### config.mk
export PLATFORM = sky130hd
export DESIGN_NAME = boot_loader_seq_flat
export DESIGN_NICKNAME = d
export VERILOG_FILES = /design/src/rtl/pcw_loader_pkg.sv /design/src/rtl/boot_loader_seq_if.sv /design/src/rtl/boot_loader_seq.sv /design/src/flat_wrapper.sv
export SDC_FILE = /design/constraint.sdc
export NUM_CORES = 1
export LEC_CHECK = 0
export BUFFER_PORTS_ARGS = -buffer_cell sky130_fd_sc_hd__buf_2
export CAP_MARGIN = 10
export CELL_PAD_IN_SITES_DETAIL_PLACEMENT = 1
export CELL_PAD_IN_SITES_GLOBAL_PLACEMENT = 1
export CORE_UTILIZATION = 30
export CTS_CLUSTER_DIAMETER = 150
export DETAILED_ROUTE_END_ITERATION = 16
export HOLD_SLACK_MARGIN = 0.03
export PLACE_DENSITY = 0.71
export SLEW_MARGIN = 25
export SYNTH_ARGS = -nofsm -noshare
export SYNTH_HDL_FRONTEND = slang
export SYNTH_SLANG_ARGS = --single-unit
### constraint.sdc
create_clock -name clk_sys -period 1.8 [get_ports clk_sys]
set_input_delay 0.18 -clock clk_sys [delete_from_list [all_inputs] [get_ports clk_sys]]
set_output_delay 0.18 -clock clk_sys [all_outputs]
set_load 0.1 [all_outputs]
### src/rtl/pcw_loader_pkg.sv
// Shared types and constants for the PCW boot-image loader.
package pcw_loader_pkg;

   localparam int unsigned ADDR_W       = 16;
   localparam int unsigned DATA_W       = 8;
   localparam int unsigned LAT_W        = 2;
   localparam int unsigned BOOT_ROM_LEN = 276;

   typedef enum logic [1:0] {
      IDLE  = 2'd0,
      FETCH = 2'd1,
      WRITE = 2'd2,
      EXEC  = 2'd3
   } state_e;

   // One pending write into the memory download port.
   typedef struct packed {
      logic [ADDR_W-1:0] addr;
      logic [DATA_W-1:0] data;
   } mem_wr_t;

endpackage

### src/rtl/boot_loader_seq_if.sv
// Boot ROM read port plus memory download port; the sequencer is the master.
interface boot_loader_seq_if;
   import pcw_loader_pkg::*;

   logic [ADDR_W-1:0] rom_addr;
   logic [DATA_W-1:0] rom_data;
   logic              mem_wr;
   logic [ADDR_W-1:0] mem_addr;
   logic [DATA_W-1:0] mem_data;
   logic              mem_wait;

   modport master (
      output rom_addr, mem_wr, mem_addr, mem_data,
      input  rom_data, mem_wait
   );

   modport slave (
      input  rom_addr, mem_wr, mem_addr, mem_data,
      output rom_data, mem_wait
   );

endinterface

### src/rtl/boot_loader_seq.sv
// Copies the boot ROM image into main memory after reset, then pulses execute.
module boot_loader_seq
   import pcw_loader_pkg::*;
#(
   parameter int unsigned       ROM_LEN   = BOOT_ROM_LEN,
   parameter int unsigned       ROM_LAT   = 1,
   parameter logic [ADDR_W-1:0] EXEC_ADDR = 16'h0000
) (
   input  logic              clk_sys,
   input  logic              reset,
   input  logic              start,
   input  logic              abort,
   boot_loader_seq_if.master bus,
   output logic              download,
   output logic              execute_enable,
   output logic [ADDR_W-1:0] execute_addr
);

   localparam logic [ADDR_W-1:0] LAST_IDX = ADDR_W'(ROM_LEN - 1);
   localparam logic [LAT_W-1:0]  LAT_LAST = LAT_W'(ROM_LAT - 1);

   state_e            state_q, state_d;
   logic [ADDR_W-1:0] cnt_q, cnt_d;
   logic [LAT_W-1:0]  lat_q, lat_d;
   logic [ADDR_W-1:0] rom_addr_q, rom_addr_d;
   mem_wr_t           wr_q, wr_d;
   logic              mem_wr_q, mem_wr_d;
   logic              download_q, download_d;
   logic              exe_en_q, exe_en_d;
   logic [ADDR_W-1:0] exe_addr_q, exe_addr_d;

   // State, byte counter and registered outputs.
   always_ff @(posedge clk_sys) begin
      if (reset) begin
         state_q    <= IDLE;
         cnt_q      <= '0;
         lat_q      <= '0;
         rom_addr_q <= '0;
         wr_q       <= '0;
         mem_wr_q   <= 1'b0;
         download_q <= 1'b0;
         exe_en_q   <= 1'b0;
         exe_addr_q <= '0;
      end else begin
         state_q    <= state_d;
         cnt_q      <= cnt_d;
         lat_q      <= lat_d;
         rom_addr_q <= rom_addr_d;
         wr_q       <= wr_d;
         mem_wr_q   <= mem_wr_d;
         download_q <= download_d;
         exe_en_q   <= exe_en_d;
         exe_addr_q <= exe_addr_d;
      end
   end

   // Next state and next output values; an accept coincident with abort still counts as written.
   always_comb begin
      state_d    = state_q;
      cnt_d      = cnt_q;
      lat_d      = lat_q;
      rom_addr_d = rom_addr_q;
      wr_d       = wr_q;
      mem_wr_d   = mem_wr_q;
      download_d = download_q;
      exe_en_d   = 1'b0;
      exe_addr_d = '0;

      case (state_q)
         IDLE: begin
            if (start && !abort) begin
               cnt_d      = '0;
               lat_d      = '0;
               rom_addr_d = '0;
               download_d = 1'b1;
               state_d    = FETCH;
            end
         end

         FETCH: begin
            if (abort) begin
               mem_wr_d   = 1'b0;
               download_d = 1'b0;
               state_d    = IDLE;
            end else if (lat_q == LAT_LAST) begin
               wr_d.addr = cnt_q;
               wr_d.data = bus.rom_data;
               mem_wr_d  = 1'b1;
               state_d   = WRITE;
            end else begin
               lat_d = lat_q + LAT_W'(1);
            end
         end

         WRITE: begin
            if (abort) begin
               mem_wr_d   = 1'b0;
               download_d = 1'b0;
               state_d    = IDLE;
            end else if (!bus.mem_wait) begin
               mem_wr_d = 1'b0;
               if (cnt_q == LAST_IDX) begin
                  exe_en_d   = 1'b1;
                  exe_addr_d = EXEC_ADDR;
                  download_d = 1'b0;
                  state_d    = EXEC;
               end else begin
                  cnt_d      = cnt_q + ADDR_W'(1);
                  rom_addr_d = cnt_q + ADDR_W'(1);
                  lat_d      = '0;
                  state_d    = FETCH;
               end
            end
         end

         EXEC: begin
            state_d = IDLE;
         end

         default: begin
            state_d = IDLE;
         end
      endcase
   end

   assign bus.rom_addr   = rom_addr_q;
   assign bus.mem_wr     = mem_wr_q;
   assign bus.mem_addr   = wr_q.addr;
   assign bus.mem_data   = wr_q.data;
   assign download       = download_q;
   assign execute_enable = exe_en_q;
   assign execute_addr   = exe_addr_q;

endmodule

### src/flat_wrapper.sv
// flat-port wrapper written by rule: the top's interface ports become plain ports
module boot_loader_seq_flat import pcw_loader_pkg::*;
#(
   parameter int unsigned       ROM_LEN   = BOOT_ROM_LEN,
   parameter int unsigned       ROM_LAT   = 1,
   parameter logic [ADDR_W-1:0] EXEC_ADDR = 16'h0000
)
  (clk_sys, reset, start, abort, download, execute_enable, execute_addr, bus_rom_addr, bus_mem_wr, bus_mem_addr, bus_mem_data, bus_rom_data, bus_mem_wait);
  boot_loader_seq_if bus_i ();
  input  logic clk_sys;
  input  logic reset;
  input  logic start;
  input  logic abort;
  output logic download;
  output logic execute_enable;
  output logic [ADDR_W-1:0] execute_addr;
  output wire logic [$bits(bus_i.rom_addr)-1:0] bus_rom_addr;
  output wire logic [$bits(bus_i.mem_wr)-1:0] bus_mem_wr;
  output wire logic [$bits(bus_i.mem_addr)-1:0] bus_mem_addr;
  output wire logic [$bits(bus_i.mem_data)-1:0] bus_mem_data;
  input wire logic [$bits(bus_i.rom_data)-1:0] bus_rom_data;
  input wire logic [$bits(bus_i.mem_wait)-1:0] bus_mem_wait;
  assign bus_rom_addr = bus_i.rom_addr;
  assign bus_mem_wr = bus_i.mem_wr;
  assign bus_mem_addr = bus_i.mem_addr;
  assign bus_mem_data = bus_i.mem_data;
  assign bus_i.rom_data = bus_rom_data;
  assign bus_i.mem_wait = bus_mem_wait;
  boot_loader_seq #(.ROM_LEN(ROM_LEN), .ROM_LAT(ROM_LAT), .EXEC_ADDR(EXEC_ADDR)) u_core (.clk_sys(clk_sys), .reset(reset), .start(start), .abort(abort), .bus(bus_i), .download(download), .execute_enable(execute_enable), .execute_addr(execute_addr));
endmodule
==> metrics.md, run 1 <==
| Metric | Value |
|---|---|
| Hold_sp | bus_rom_data[2] |
| Gr ovfl total | 0 |
| CP Class | reg2reg |
| IO Count | 72 |
| Most frequent cell after synthesis | nand2_1 |
| Synth Cell Area | 2390 sq um |
| Clock skew | 0.00502 ns |
| Synthesis Warnings | 0 |
| Die X | 91.2 um |
| First-pass GRT wire length | 12.1 mm |
| CTS max path bufs | 2 |
| Netlist cell types | 48 |
| DR pass1 iterations | 4 |
| Peak Freq | 532 MHz |
| Commonest register cell after synthesis | dfxtp_1 |
| Skew-Pair Late Insertion Delay | 0.31 ns |
| DR DRC count | 0 |
| Routed WL | 7.62 mm |
| R2R cell count | 11 |
| GPL Wtd Cong | 0.845 |
| Routed len/inst | 15.1 um |
| Clock transition at path regs | 0.09 ns |
| Crit path launch | u_core.state_q[0] |
| Initial antenna violation count | 0 |
| Final Core Density | 44.3% |
| DR WL met2 | 3.79 mm |
| DPL Wire Length | 5.07 mm |
| Final-report setup violation count | 6 |
| Largest net degree at the start of global routing | 48 |
| #FFs+latches synth | 47 |
| Finished Cell Area | 3430 sq um |
| Max Cap Violations | 0 |
| # H-tree levels | 2 |
| Fin. Hold Viols | 0 |
| Area leader, netlist | dfxtp_1 |
| Die Ht | 91.2 um |
| Worst Tran Pin Value | 0.518 ns |
| Req. time, crit path | 2.00 ns |
| FP Rows | 32 |
| Hold Path Cell Cnt | 3 |
| DR top layer | met4 |
| Number of flops mapped to enable cells by yosys | 0 |
| Hold-fix buffers at CTS | 0 |
| Top post-synthesis cells by count | nand2_1, dfxtp_1, a21oi_1 |
| Core Area | 7730 sq um |
| Initial DRC Count | 98 |
| Area Growth Syn to Fin | 43.5% |
| Critical path endpoint category | flop |
| Multi-input logic area | 1410 sq um |
| Number of vias per cell | 4.95 |
| # diodes | 0 |
| Cell Pwr Density | 759 nW/um^2 |
| Maximum vdd ir drop | 0.000323 V |
| Period utilization | 104% |
| Leakage power | 1.42 nW |
| HP Class | in2reg |
| Reg area | 996 sq um |
| Clock root cell | clkbuf_8 |
| Port bufs | 55 |
| Met3 WL | 355 um |
| CP arrival | 2.08 ns |
| Filler instances | 967 |
| Die area | 8320 sq um |
| Startpoint class of the critical path | flop |
| Crit-path max FO | 5 |
| Pwr Total | 2.60 mW |
| Avg Synthesized Cell Area | 7.86 sq um |
| TritonCTS clock tree | built |
| Post-synthesis mux area share | 0.891% |
| Vias in the first global route | 2455 |
| Post-synth ARST share | 0% |
| Metal-1 WL | 3.39 mm |
| Synth Area in Compound Gates | 17.2% |
| Max-slew headroom | 65.5% |
| Status | finished, violations left |
| Fin. max-slew vios | 0 |
| Mapped Cells | 304 |
| RR Startpoint | u_core.state_q[0] |
| Largest family of logic cells by synthesized area | simple AND/OR/NAND/NOR gates |
| Post-route ant nets | 0 |
| RSZ-0062 raised after global routing | true |
| Failing checks | negative setup slack |
| Post-synth top area share | 39.4% |
| Post-Synth Simple-Gate Area | 28.4% |
| Synth Area in XOR/XNOR | 0% |
| Layout cells sized above 1 | 40.9% |
| CTS buffer count | 5 |
| Fraction of the mapped netlist area in adder cells | 3.67% |
| Vias | 2500 |
| Total Nets Final | 422 |
| Starting Density | 30.9% |
| Dpl cell area | 3040 sq um |
| Final worst setup slack | -0.0803 ns |
| Top area cells in the synthesized netlist | dfxtp_1, nand2_1, a21oi_1 |
| Min Tclk post-route | 1.88 ns |
| GR Util All Layers | 18.3% |
| Clk sink count | 47 |
| Sequential area share after synthesis | 39.4% |
==> path summary, 6_finish.rpt <==
| path | slack (ns) | endpoint |
|---|---|---|
| worst min register to register | 0.46 | u_core.bus.mem_addr[5] |
| worst max register to register | -0.08 | u_core.cnt_q[2] |
| worst min-delay path | 0.1 | u_core.bus.mem_data[2] |
| worst max-delay path | -0.08 | u_core.cnt_q[2] |
==> registers in the layout, summed over array words and instances (netlist names) <==
register / flops
u_core.bus.mem_addr: 16
u_core.bus.mem_data: 8
u_core.bus.mem_wr: 1
u_core.cnt_q: 16
u_core.download: 1
u_core.execute_enable: 1
u_core.lat_q: 2
u_core.state_q: 2
==> layer usage <==
metal / vias up / global-route usage [%]
li1: 1211 / -
met1: 1212 / 23.2
met2: 70 / 31.1
met3: 7 / 4.27
met4: 0 / 4.76
met5: - / 0
==> cells in the final DEF, fill, tap and decap left out, types with 5 or more instances in the layout <==
cell,count
nand2_1,60
buf_2,55
buf_4,49
a21oi_1,43
dfxtp_1,29
conb_1,16
dfxtp_4,13
nand3_1,11
nand2b_1,10
nor2_1,9
o21ai_0,8
inv_1,7
or3_1,5
clkbuf_8,5
dfxtp_2,5
==> worst max-delay path: stages, from the launching register on <==
cell	delay (ns)
dfxtp_2	0.34
inv_2	0.10
ha_4	0.16
nand2b_1	0.10
buf_4	0.17
nor3_4	0.19
buf_4	0.15
a21oi_4	0.07
buf_6	0.13
buf_4	0.13
a21oi_1	0.13
o32ai_1	0.10
==> cell type report <==
type,count,share of cell area (%)
clock buffer,7,2.85
clock inverter,1,0.876
inverter,9,0.986
multi-input combinational,229,41.3
sequential,47,29.1
tap,102,3.72
timing repair buffer,110,21.2
==> logic make-up (layout without fill, tap and decap cells) <==
family          after synthesis  in the layout
simple gates                131            131
compound gates               73             73
flops                        47             47
buf+inv                      43            127
fa+ha+maj                     7              7
mux                           2              2
other cells                   1             16
==> what timing repair did <==
| action | 4_1_cts | 5_1_grt |
|---|---|---|
| buffers inserted | 5 | 8 |
| gates resized for setup | 15 | 17 |
| pin swaps | 5 | 10 |
| setup endpoints to repair | 21 | 44 |
| cloned | 1 | 0 |
==> stage by stage <==
step | cells | setup WS, ns | hold WS [ns] | setup TNS, ns
floorplan | 319 | -0.0727 | 0.316 | -0.277
global placement | 483 | -0.0876 | 0.421 | -0.0876
detailed placement | 483 | -0.104 | 0.429 | -0.390
CTS | 497 | -0.0718 | 0.0933 | -0.217
global route | 505 | -0.183 | 0.0877 | -1.28
finish | 505 | -0.0803 | 0.0987 | -0.263
==> power by group <==
group	internal (mW)	switching, mW
sequential	1.04	0.0120
combinational	0.185	0.482
clock	0.500	0.379
Power figures use the tool's default switching activity.
==> inputs of run 2 (changes only) <==
PLACE_DENSITY = 0.68   (was 0.71)
clock period = 2.2 ns   (was 1.8 ns; I/O delays follow)
==> run 2 against run 1 <==
Against the previous run:
- the run now ends clean
- via count decreased by 11%
- clock-buffer cell count decreased by 1
- largest cell class unchanged
- critical path depth decreased by 5
- clock power decreased by 38%
==> metrics.md, run 2 (synthesis results as in run 1) <==
| Metric | Value |
|---|---|
| Final-report setup violation count | 0 |
| # H-tree levels | 2 |
| # diodes | 0 |
| CP arrival | 2.24 ns |
| Final worst setup slack | 0.194 ns |
| FP Rows | 32 |
| Crit-path max FO | 8 |
| Combinational share of power | 23.8% |
| Number of vias per cell | 4.89 |
| Cell Pwr Density | 669 nW/um^2 |
| Finished Cell Area | 2790 sq um |
| Max Cap Violations | 0 |
| Clk sink count | 47 |
| TritonCTS clock tree | built |
| Sw Pwr | 0.665 mW |
| GR Util All Layers | 15.5% |
| Startpoint class of the critical path | flop |
| Area Growth Syn to Fin | 16.9% |
| DR pass1 iterations | 6 |
| Cell Count, Final, Fillers Out | 454 |
| Final Core Density | 36.1% |
| First-pass GRT wire length | 10.3 mm |
| Clock root cell | clkbuf_8 |
| Final TNS setup | 0 ns |
| Sequential fraction of design power | 47.1% |
| Clk pwr share | 29.0% |
| Int Power | 1.20 mW |
| Hold WS | 0.145 ns |
| Die Ht | 91.2 um |
| Starting Density | 30.9% |
| Initial antenna violation count | 0 |
| Period utilization | 91.2% |
| Port bufs | 55 |
| Vias in the first global route | 2149 |
| Switching Share | 35.6% |
| Fin. Hold Viols | 0 |
| Total Nets Final | 372 |
| Critical path endpoint category | flop |
| Fin. max-slew vios | 0 |
| Worst path slowest cell | or4b_1 |
| Die X | 91.2 um |
| Layout cells sized above 1 | 26.4% |
| Req. time, crit path | 2.43 ns |
| Pre-CTS setup slack | 0.188 ns |
| Initial DRC Count | 73 |
| Post-route ant nets | 0 |
| Maximum vdd ir drop | 0.000250 V |
| Hold-fix buffers at CTS | 0 |
| Largest net degree at the start of global routing | 48 |
| DPL Wire Length | 4.31 mm |
| RSZ-0062 raised after global routing | true |
| Min Tclk post-route | 2.01 ns |
| GPL Wtd Cong | 0.816 |
| CTS buffer count | 5 |
| CP Class | reg2reg |
| DR DRC count | 0 |
| Max incr delay on CP | 0.45 ns |
| Leakage power | 1.09 nW |
| Routed len/inst | 13.7 um |
| Die area | 8320 sq um |
| CP Buf/Inv Count | 0 |
| Gr ovfl total | 0 |
| Family with the most delay on the worst path | simple AND/OR/NAND/NOR gates |
| HP Class | in2reg |
| Status | complete, no violations |
| Post-CTS Setup Inserts | 0 |
| Dpl cell area | 2690 sq um |
| Post-CTS resize count | 0 |
| Most frequent cells in the layout | nand2_1, buf_2, a21oi_1, dfxtp_1, conb_1 |
| IO Count | 72 |
| Peak Freq | 499 MHz |
| Clock transition at path regs | 0.09 ns |
| Clock skew | 0.00510 ns |
| Commonest non-fill, non-tap cell in the layout | nand2_1 |
| Vias | 2219 |
| CTS max path bufs | 2 |
| CP cell instances | ha_1 -> nor4b_2 -> nand4_2 -> o21bai_1 -> or4b_1 -> a21oi_1 |
| Core Area | 7730 sq um |
| Skew-Pair Late Insertion Delay | 0.30 ns |
| Post-Place Cells | 447 |
| Pwr Total | 1.87 mW |
| Routed WL | 6.21 mm |
[run 2: routing by layer]
metal	global-route usage (%)	up-vias	routed length, um
li1	-	1109	-
met1	19.5	1056	2960
met2	26.1	47	2930
met3	3.35	7	250
met4	5.29	0	68
met5	0	-	0
[run 2: area by class of cell]
type,instances,area (sq um)
Clock buffer,6,82.6
Clock inverter,1,5.00
Fill cell,971,4940
Inverter,9,33.8
Multi-Input combinational cell,229,1270
Sequential cell,47,956
Tap cell,102,128
Timing Repair Buffer,60,313
[run 2: worst paths after layout]
kind / slack [ns] / endpoint / cells after the start / start
worst min register to register: 0.45 / u_core.bus.mem_addr[6] / 2 / u_core.bus.mem_addr[6]
worst max register to register: 0.19 / u_core.state_q[1] / 6 / u_core.cnt_q[0]
worst min-delay path: 0.14 / u_core.bus.mem_data[1] / 3 / bus_rom_data[1]
worst max-delay path: 0.19 / u_core.state_q[1] / 6 / u_core.cnt_q[0]
[run 2: power by group through the flow]
| stage | registers (mW) | clock network, mW | logic (mW) |
|---|---|---|---|
| floorplan | 1.00 | 0 | 0.292 |
| global placement | 0.899 | 0 | 0.440 |
| detailed placement | 0.901 | 0 | 0.444 |
| CTS | 0.881 | 0.571 | 0.445 |
| global route | 0.882 | 0.597 | 0.476 |
| finish | 0.880 | 0.542 | 0.445 |
[run 2: tightest hold or removal path, stage by stage]
cell and delay (ns):
buf_2 0.09, nand2_1 0.05, a21oi_1 0.05
==> inputs of run 3 (changes only) <==
ABC_AREA = 1   (was not set)
CORE_ASPECT_RATIO = 1.5   (was not set)
PLACE_DENSITY = 0.69   (was 0.68)
==> run 3 against run 2 <==
Against the previous run:
- synthesized cell count up 24%
- setup slack improved by 0.13 ns
- largest power group is now clock
- maximum frequency is 6.6% higher
- area after synthesis up 6.0%
- die area increased by 5.9%
- largest cell class unchanged
- via count increased by 15%
- worst hold slack better by 0.0026 ns
==> metrics.md, run 3 <==
| Metric | Value |
|---|---|
| Core Area | 8110 sq um |
| Netlist cell types | 28 |
| HP Class | in2reg |
| Total Nets Final | 449 |
| TritonCTS clock tree | built |
| Post-synth top area share | 37.2% |
| Number of flops mapped to enable cells by yosys | 0 |
| Port bufs | 55 |
| Final-report setup violation count | 0 |
| Commonest register cell after synthesis | dfxtp_1 |
| Largest net degree at the start of global routing | 33 |
| Synthesis Warnings | 0 |
| CP cell instances | inv_1 -> ha_1 -> o21ai_1 -> o21ai_0 -> nor2_2 -> nand2_4 -> nor2_1 -> nand2_1 -> nand2_1 |
| Cell Pwr Density | 802 nW/um^2 |
| Die X | 77 um |
| GPL Wtd Cong | 0.893 |
| Status | complete, no violations |
| Post-CTS Setup Inserts | 0 |
| Leakage power | 1.33 nW |
| Fin. Hold Viols | 0 |
| CP Class | reg2reg |
| Die area | 8820 sq um |
| Layout cells sized above 1 | 19.8% |
| Die Ht | 114 um |
| Pre-CTS setup slack | 0.356 ns |
| Startpoint class of the critical path | flop |
| Filler instances | 1106 |
| Synth Cell Area | 2530 sq um |
| First-pass GRT wire length | 12.5 mm |
| Skew-Pair Late Insertion Delay | 0.29 ns |
| Area Growth Syn to Fin | 19.9% |
| Mapped Cells | 377 |
| CTS buffer count | 5 |
| Routed len/inst | 14.0 um |
| FP Rows | 40 |
| Maximum vdd ir drop | 0.000359 V |
| Top area cells in the synthesized netlist | dfxtp_1, nand2_1, nand3_1 |
| Max Cap Violations | 0 |
| Clock transition at path regs | 0.07 ns |
| IO Count | 72 |
| Hold-fix buffers at CTS | 0 |
| Number of vias per cell | 4.79 |
| Fin. max-slew vios | 0 |
| Req. time, crit path | 2.44 ns |
| # diodes | 0 |
| Reg2Reg Setup Slack | 0.32 ns |
| Max incr delay on CP | 0.36 ns |
| Worst path slowest cell | dfxtp_1 |
| Peak Freq | 532 MHz |
| Vias in the first global route | 2533 |
| Most frequent cells in the layout | nand2_1, buf_2, nand3_1, dfxtp_1, a21oi_1 |
| Commonest non-fill, non-tap cell in the layout | nand2_1 |
| CTS max path bufs | 2 |
| #FFs+latches synth | 47 |
| Period utilization | 85.5% |
| Top post-synthesis cells by count | nand2_1, nand3_1, dfxtp_1 |
| Routed WL | 7.47 mm |
| Crit-path most repeated cell | nand2_1 |
| GR Util All Layers | 18.0% |
| Gr ovfl total | 0 |
| DR DRC count | 0 |
| # H-tree levels | 2 |
| Min Tclk post-route | 1.88 ns |
| Initial DRC Count | 86 |
| Max-slew headroom | 65.1% |
| Avg Synthesized Cell Area | 6.71 sq um |
| Clk sink count | 47 |
| Family with the most delay on the worst path | simple AND/OR/NAND/NOR gates |
| Clock root cell | clkbuf_16 |
| Critical path endpoint category | flop |
| Clock skew | 0.00558 ns |
| Most frequent cell after synthesis | nand2_1 |
| Dpl cell area | 2850 sq um |
| RSZ-0062 raised after global routing | false |
| Final TNS setup | 0 ns |
| Initial antenna violation count | 0 |
| DR pass1 iterations | 4 |
| Post-CTS resize count | 0 |
| Finished Cell Area | 3030 sq um |
| Starting Density | 31.2% |
| CP arrival | 2.12 ns |
| Sequential area share after synthesis | 37.2% |
| DPL Wire Length | 5.63 mm |
| Post-route ant nets | 0 |
| Pwr Total | 2.43 mW |
| Post-synth ARST share | 0% |
| Area leader, netlist | dfxtp_1 |
| CP Buf/Inv Count | 1 |
| Vias | 2561 |
| Crit-path max FO | 15 |
| Worst Tran Pin Value | 0.527 ns |
| Final worst setup slack | 0.319 ns |
-- run 3: area by class of cell --
type	count	area, sq um	area share [%]
Multi-Input combinational cell	278	1310	43.2
Sequential cell	47	943	31.1
Timing Repair Buffer	62	328	10.8
Inverter	35	131	4.33
Tap cell	105	131	4.33
Clock buffer	6	129	4.25
Clock inverter	2	60.1	1.98
-- run 3: cells by family (layout without fill, tap and decap cells) --
| group | Yosys count | after routing | share of synthesized area (%) |
|---|---|---|---|
| other | 1 | 16 | 0.148 |
| adders and majority gates | 7 | 7 | 3.46 |
| buffers and inverters | 67 | 105 | 13.2 |
| and+or+nand+nor | 204 | 204 | 34.9 |
| xor gates and xnor gates | 2 | 2 | 0.692 |
| AOI/OAI and AO/OA | 49 | 49 | 10.3 |
| DFF | 47 | 47 | 37.2 |
-- run 3: worst register-to-register path: stages, from the launching register on --
cell	delay [ns]
dfxtp_1	0.36
inv_1	0.10
ha_1	0.33
o21ai_1	0.15
o21ai_0	0.13
nor2_2	0.17
nand2_4	0.16
nor2_1	0.26
nand2_1	0.11
nand2_1	0.07
-- run 3: metrics by stage --
step                      std cells  hold WS [ns]  utilization, %
after floorplan                 392         0.297               -
after global placement          527         0.441            35.1
after detailed placement        527         0.447            35.1
after CTS                       535         0.134            37.4
after global routing            535         0.152            37.4
final                           535         0.147            37.4
-- run 3: where the power goes --
part	internal, mW	switching, mW	total [mW]
Clock	0.652	0.328	0.980
Combinational	0.101	0.465	0.566
Sequential	0.877	0.0117	0.889
Total	1.63	0.804	2.43
-- run 3: routing by layer --
layer	GRT usage, %	vias up	routed length [um]
met5	0	-	0
met4	7.80	0	139
met3	2.31	8	232
met2	32.9	53	3950
met1	20.7	1222	3150
li1	-	1278	-
-- run 3: final timing paths --
kind                                               end  cells past startpoint                   start
worst min register to register  u_core.bus.mem_data[0]                      2  u_core.bus.mem_data[0]
worst min-delay path             u_core.execute_enable                      2            bus_mem_wait
worst max register to register        u_core.cnt_q[12]                      9       u_core.state_q[0]
worst max-delay path                  u_core.cnt_q[12]                      9       u_core.state_q[0]
